==> config.mk <==
export PLATFORM = sky130hd
export DESIGN_NAME = uart_rx_ctrl
export DESIGN_NICKNAME = d
export VERILOG_FILES = /design/src/rtl/uart_rx_ctrl.sv
export SDC_FILE = /design/constraint.sdc
export NUM_CORES = 1
export LEC_CHECK = 0
export ABC_CLOCK_PERIOD_IN_PS = 3100
export BUFFER_PORTS_ARGS = -buffer_cell sky130_fd_sc_hd__buf_2
export CORE_MARGIN = 2
export CORE_UTILIZATION = 40
export CTS_CLUSTER_DIAMETER = 60
export DETAILED_ROUTE_END_ITERATION = 12
export SYNTH_ARGS = -nofsm -noshare
export SYNTH_HDL_FRONTEND = slang
export SYNTH_SLANG_ARGS = --single-unit
==> constraint.sdc <==
create_clock -name CLK -period 3.1 [get_ports CLK]
set_input_delay 0.155 -clock CLK [delete_from_list [all_inputs] [get_ports CLK]]
set_output_delay 0.155 -clock CLK [all_outputs]
set_load 0.03 [all_outputs]
==> src/rtl/uart_rx_ctrl.sv <==
// UART receive sequencer: synchronises RX, validates the start bit and
// issues one mid-bit shift strobe per data bit, then checks the stop bit.
module uart_rx_ctrl #(
    parameter int CLKS_PER_BIT = 16,
    parameter int DATA_BITS    = 8
) (
    input  logic CLK,
    input  logic RST,
    input  logic EN,
    input  logic RX,
    output logic SHIFT_EN,
    output logic SHIFT_DATA,
    output logic RX_DONE,
    output logic FRAME_ERR,
    output logic BUSY
);

    localparam int HALF = CLKS_PER_BIT / 2;
    localparam int CW   = $clog2(CLKS_PER_BIT);
    localparam int IW   = $clog2(DATA_BITS + 1);

    localparam logic [CW-1:0] HALF_LAST = CW'(HALF - 1);
    localparam logic [CW-1:0] BIT_LAST  = CW'(CLKS_PER_BIT - 1);
    localparam logic [IW-1:0] IDX_LAST  = IW'(DATA_BITS - 1);

    typedef enum logic [2:0] {
        IDLE,
        START,
        DATA,
        STOP,
        WAIT_IDLE
    } state_t;

    state_t        state_q, state_d;
    logic [CW-1:0] bit_cnt_q, bit_cnt_d;
    logic [IW-1:0] idx_q, idx_d;
    logic          sync1_q, sync2_q;
    logic          shift_en_q, shift_en_d;
    logic          shift_data_q, shift_data_d;
    logic          rx_done_q, rx_done_d;
    logic          frame_err_q, frame_err_d;
    logic          busy_q, busy_d;
    logic          rx_s;

    assign rx_s = sync2_q;

    always_comb begin
        state_d      = state_q;
        bit_cnt_d    = bit_cnt_q;
        idx_d        = idx_q;
        shift_en_d   = 1'b0;
        shift_data_d = 1'b0;
        rx_done_d    = 1'b0;
        frame_err_d  = 1'b0;

        unique case (state_q)
            IDLE: begin
                bit_cnt_d = '0;
                idx_d     = '0;
                if (!rx_s) state_d = START;
            end
            START: begin
                if (bit_cnt_q == HALF_LAST) begin
                    bit_cnt_d = '0;
                    idx_d     = '0;
                    state_d   = rx_s ? IDLE : DATA;
                end else begin
                    bit_cnt_d = bit_cnt_q + CW'(1);
                end
            end
            DATA: begin
                if (bit_cnt_q == BIT_LAST) begin
                    bit_cnt_d    = '0;
                    shift_en_d   = 1'b1;
                    shift_data_d = rx_s;
                    idx_d        = idx_q + IW'(1);
                    if (idx_q == IDX_LAST) state_d = STOP;
                end else begin
                    bit_cnt_d = bit_cnt_q + CW'(1);
                end
            end
            STOP: begin
                if (bit_cnt_q == BIT_LAST) begin
                    bit_cnt_d = '0;
                    if (rx_s) begin
                        rx_done_d = 1'b1;
                        state_d   = IDLE;
                    end else begin
                        frame_err_d = 1'b1;
                        state_d     = WAIT_IDLE;
                    end
                end else begin
                    bit_cnt_d = bit_cnt_q + CW'(1);
                end
            end
            WAIT_IDLE: begin
                // a stuck-low line must return high before a new start counts
                if (rx_s) state_d = IDLE;
            end
            default: state_d = IDLE;
        endcase

        if (!EN) begin
            state_d      = IDLE;
            bit_cnt_d    = '0;
            idx_d        = '0;
            shift_en_d   = 1'b0;
            shift_data_d = 1'b0;
            rx_done_d    = 1'b0;
            frame_err_d  = 1'b0;
        end

        busy_d = (state_d != IDLE);
    end

    always_ff @(posedge CLK or posedge RST) begin
        if (RST) begin
            state_q      <= IDLE;
            bit_cnt_q    <= '0;
            idx_q        <= '0;
            sync1_q      <= 1'b1;
            sync2_q      <= 1'b1;
            shift_en_q   <= 1'b0;
            shift_data_q <= 1'b0;
            rx_done_q    <= 1'b0;
            frame_err_q  <= 1'b0;
            busy_q       <= 1'b0;
        end else begin
            state_q      <= state_d;
            bit_cnt_q    <= bit_cnt_d;
            idx_q        <= idx_d;
            sync1_q      <= RX;
            sync2_q      <= sync1_q;
            shift_en_q   <= shift_en_d;
            shift_data_q <= shift_data_d;
            rx_done_q    <= rx_done_d;
            frame_err_q  <= frame_err_d;
            busy_q       <= busy_d;
        end
    end

    assign SHIFT_EN   = shift_en_q;
    assign SHIFT_DATA = shift_data_q;
    assign RX_DONE    = rx_done_q;
    assign FRAME_ERR  = frame_err_q;
    assign BUSY       = busy_q;

endmodule

==> flow_metrics.tcl <==
set metrics [dict create \
    status "complete, no violations" \
    max_freq_mhz 551 \
    cts-root-buf "clkbuf_4" \
    wl_met3_um 57 \
    crit_start "bit_cnt_q[0]$_DFFE_PP0P_" \
    endpoint "idx_q[2]$_DFFE_PP0P_" \
    rsz0062_at_grt "false" \
    worst_setup_path_start_kind "flip-flop" \
    grt_max_degree 19 \
    drc 0 \
    drt_iter0_markers 20 \
    pre_cts_ws_ns 1.40 \
    ys_seq_elements 18 \
    htree_levels 1 \
    gp_congestion 0.827 \
    pin_count 9 \
    fillers 228 \
    r2r-start "bit_cnt_q[0]$_DFFE_PP0P_" \
    worstMarginPinSlew_ns 0.677 \
    fin_cells 132 \
    place_inst 126 \
    core_area_um2 2230 \
    die_x_um 52.8 \
    cp.required_ns 3.31 \
    clock_skew_ns 0.00312 \
    period_needed_ns 1.81 \
    clock_sinks 18 \
    muxShareOfSynthArea_pct 0 \
    crit_type "reg -> reg" \
    antenna_left 0 \
    final_core_util_pct 46.7 \
    synthCells 94 \
    path_clk_slew_ns 0.11 \
    dp_hpwl_um 1300 \
    peakVddDrop_v 0.000265 \
    yosys.area_share.simple_pct 26.6 \
    globalRoute.totalOverflow 0 \
    nNetsFinal 111 \
    syn_nets 100 \
    grt_pass1_vias 770 \
    holdCritStartpoint "EN" \
    r2r_setup_slack_ns 1.29 \
    rr_worst_depth 5 \
    antenna_found_initial 0 \
    hp-class "in -> reg" \
    dieArea_um2 2790 \
    syn_area_um2 953 \
    ys_seq_area_share_pct 47.5 \
    finalWirelength_um 1880 \
    wire_per_inst_um 14.3 \
    grt_pass1_wl_um 3340 \
    chipHeight_um 52.8 \
    cts.repair.resized 0 \
    synth_warnings 0 \
    synth_xor_area_share_pct 0 \
    endpoint_kind "flip-flop" \
    post-route-period-util_pct 58.5 \
    wl_met2_um 914 \
    synth_area_per_cell_um2 10.1 \
    highest_layer "met4" \
    avgViaCountPerCell 5.62 \
    p_per_area_nw_per_um2 404 \
    cts_buffers 3 \
    track_usage_pct 16.7 \
    maxCapViolCount 0 \
    area_growth_pct 9.45 \
    synth-compound-area-share_pct 17.3 \
    synth_top_family_by_area "simple AND/OR/NAND/NOR gates" \
    relSlewSlack_pct 54.8 \
    worstPathMaxFanout 8 \
    diodes 0 \
    drive_gt1_share_pct 20.2 \
    via_count 742 \
    finalSetupViolations 0 \
    clk_latency_ns 0.30 \
    drt_pass1_iterations 4 \
    cts_tree "done" \
    cts.path.max_buffers 2 \
    row_count 17 \
    fin_ws_ns 1.29 \
    leakage_nw 0.459 \
    setup_tns_ns 0 \
    io_buffer_count 8 \
    synth.distinct_cells 38 \
    worst_r2r_endpoint "idx_q[2]$_DFFE_PP0P_" \
    synthAdderAreaFrac_pct 2.62 \
    met1_length_um 881 \
    cp_data_arrival_time_ns 2.03 \
    hold_violations 0 \
    slew_violations 0 \
    start_util_pct 42.7 \
]
[cells in the mapped netlist]
master,number,area share (%)
dfrtp_1,16,42
o21ai_0,7,3.7
a21oi_1,5,2.6
nand2_1,5,2.0
nor2_1,5,2.0
inv_1,4,1.6
a211oi_1,3,2.4
and3_1,3,2.0
nand3_1,3,1.6
nor2b_1,3,2.0
nor3_1,3,1.6
a21boi_0,2,1.6
a21boi_1,2,1.6
and2_1,2,1.3
buf_2,2,1.0
dfstp_2,2,5.5
ha_1,2,2.6
nand2b_1,2,1.3
nand3b_1,2,1.6
nand4b_1,2,1.8
or4b_1,2,2.1
a211oi_2,1,1.3
a22o_1,1,0.92
a22oi_1,1,0.79
a31oi_1,1,0.66
and2_2,1,0.79
and3_2,1,0.79
and4_2,1,1.0
and4b_1,1,1.0
buf_12,1,2.1
buf_6,1,1.2
nand2b_2,1,0.92
nand4_1,1,0.66
nor2_2,1,0.66
nor3b_1,1,0.79
o211ai_1,1,0.79
o21ba_2,1,1.0
or4_1,1,0.79
[placed cells by master (no fill, tap or decap), types with 2 or more instances in the layout]
cell            n
dfrtp_1        16
buf_2           8
o21ai_0         7
nor2_1          5
a21oi_1         5
nand2_1         5
inv_1           4
a211oi_1        3
nor2b_1         3
nand3_1         3
nor3_1          3
and3_1          3
clkbuf_4        3
and2_1          2
nand4b_1        2
nand2b_1        2
or4b_1          2
a21boi_1        2
a21boi_0        2
nand3b_1        2
ha_1            2
dlygate4sd3_1   2
dfstp_2         2
[sequential cells by signal (all words and copies together), names as in the netlist]
register and cells:
sync1_q 1, SHIFT_EN 1, SHIFT_DATA 1, bit_cnt_q 4, rx_s 1, RX_DONE 1, state_q 3, BUSY 1
FRAME_ERR 1, idx_q 4
[where the power goes]
part / internal [mW] / switching, mW / leakage, nW / total (mW)
Sequential: 0.240 / 0.00486 / 0.241 / 0.245
Clock: 0.0717 / 0.0756 / 0.0210 / 0.147
Combinational: 0.0117 / 0.0179 / 0.197 / 0.0296
[how the worst min path moves through the flow]
stage	to	slack (ns)	cells after the start
floorplan	BUSY$_DFF_PP0_	0.09	1
global placement	sync1_q$_DFF_PP1_	0.26	1
detailed placement	sync1_q$_DFF_PP1_	0.26	1
CTS	idx_q[3]$_DFFE_PP0P_	0.21	3
global route	bit_cnt_q[2]$_DFFE_PP0P_	0.21	2
finish	FRAME_ERR$_DFF_PP0_	0.21	3
[cell families after synthesis]
family,Yosys count
AOI/OAI and AO/OA,25
adders and majority gates,2
DFF,18
buffers and inverters,8
and+or+nand+nor,41
[repair_timing]
| action | 4_1_cts | 5_1_grt |
|---|---|---|
| hold buffers | 2 | 0 |
| buffers inserted | 0 | 0 |
| hold endpoints to repair | 17 | 0 |
[routing by layer]
metal / GRT usage, % / vias to the layer above
li1: - / 366
met4: 6.41 / 0
met5: 0 / -
met3: 5.14 / 2
met1: 19.7 / 366
met2: 28.1 / 8
[final cells by class]
| class | instances | area (um^2) | area share (%) |
|---|---|---|---|
| inverters | 4 | 15.0 | 1.44 |
| repair buffers | 10 | 60.1 | 5.76 |
| well taps | 28 | 35.0 | 3.36 |
| flip-flops and latches | 18 | 453 | 43.4 |
| clock buffers | 4 | 36.3 | 3.48 |
| multi-input cells | 68 | 444 | 42.6 |
[worst max-delay path: stages, from the launching register on]
cell      delay, ns
dfrtp_1        0.40
ha_1           0.29
and4b_1        0.31
a211oi_2       0.07
or4_1          0.47
a21boi_1       0.19
[metrics by stage]
step / area (um^2) / hold slack (ns) / power [mW]
after CTS: 1040 / 0.210 / 0.426
after detailed placement: 987 / 0.262 / 0.277
after global placement: 987 / 0.260 / 0.276
after floorplan: 953 / 0.0921 / 0.270
final: 1040 / 0.211 / 0.422
after global routing: 1040 / 0.212 / 0.446
(Power assumes the default switching activity.)
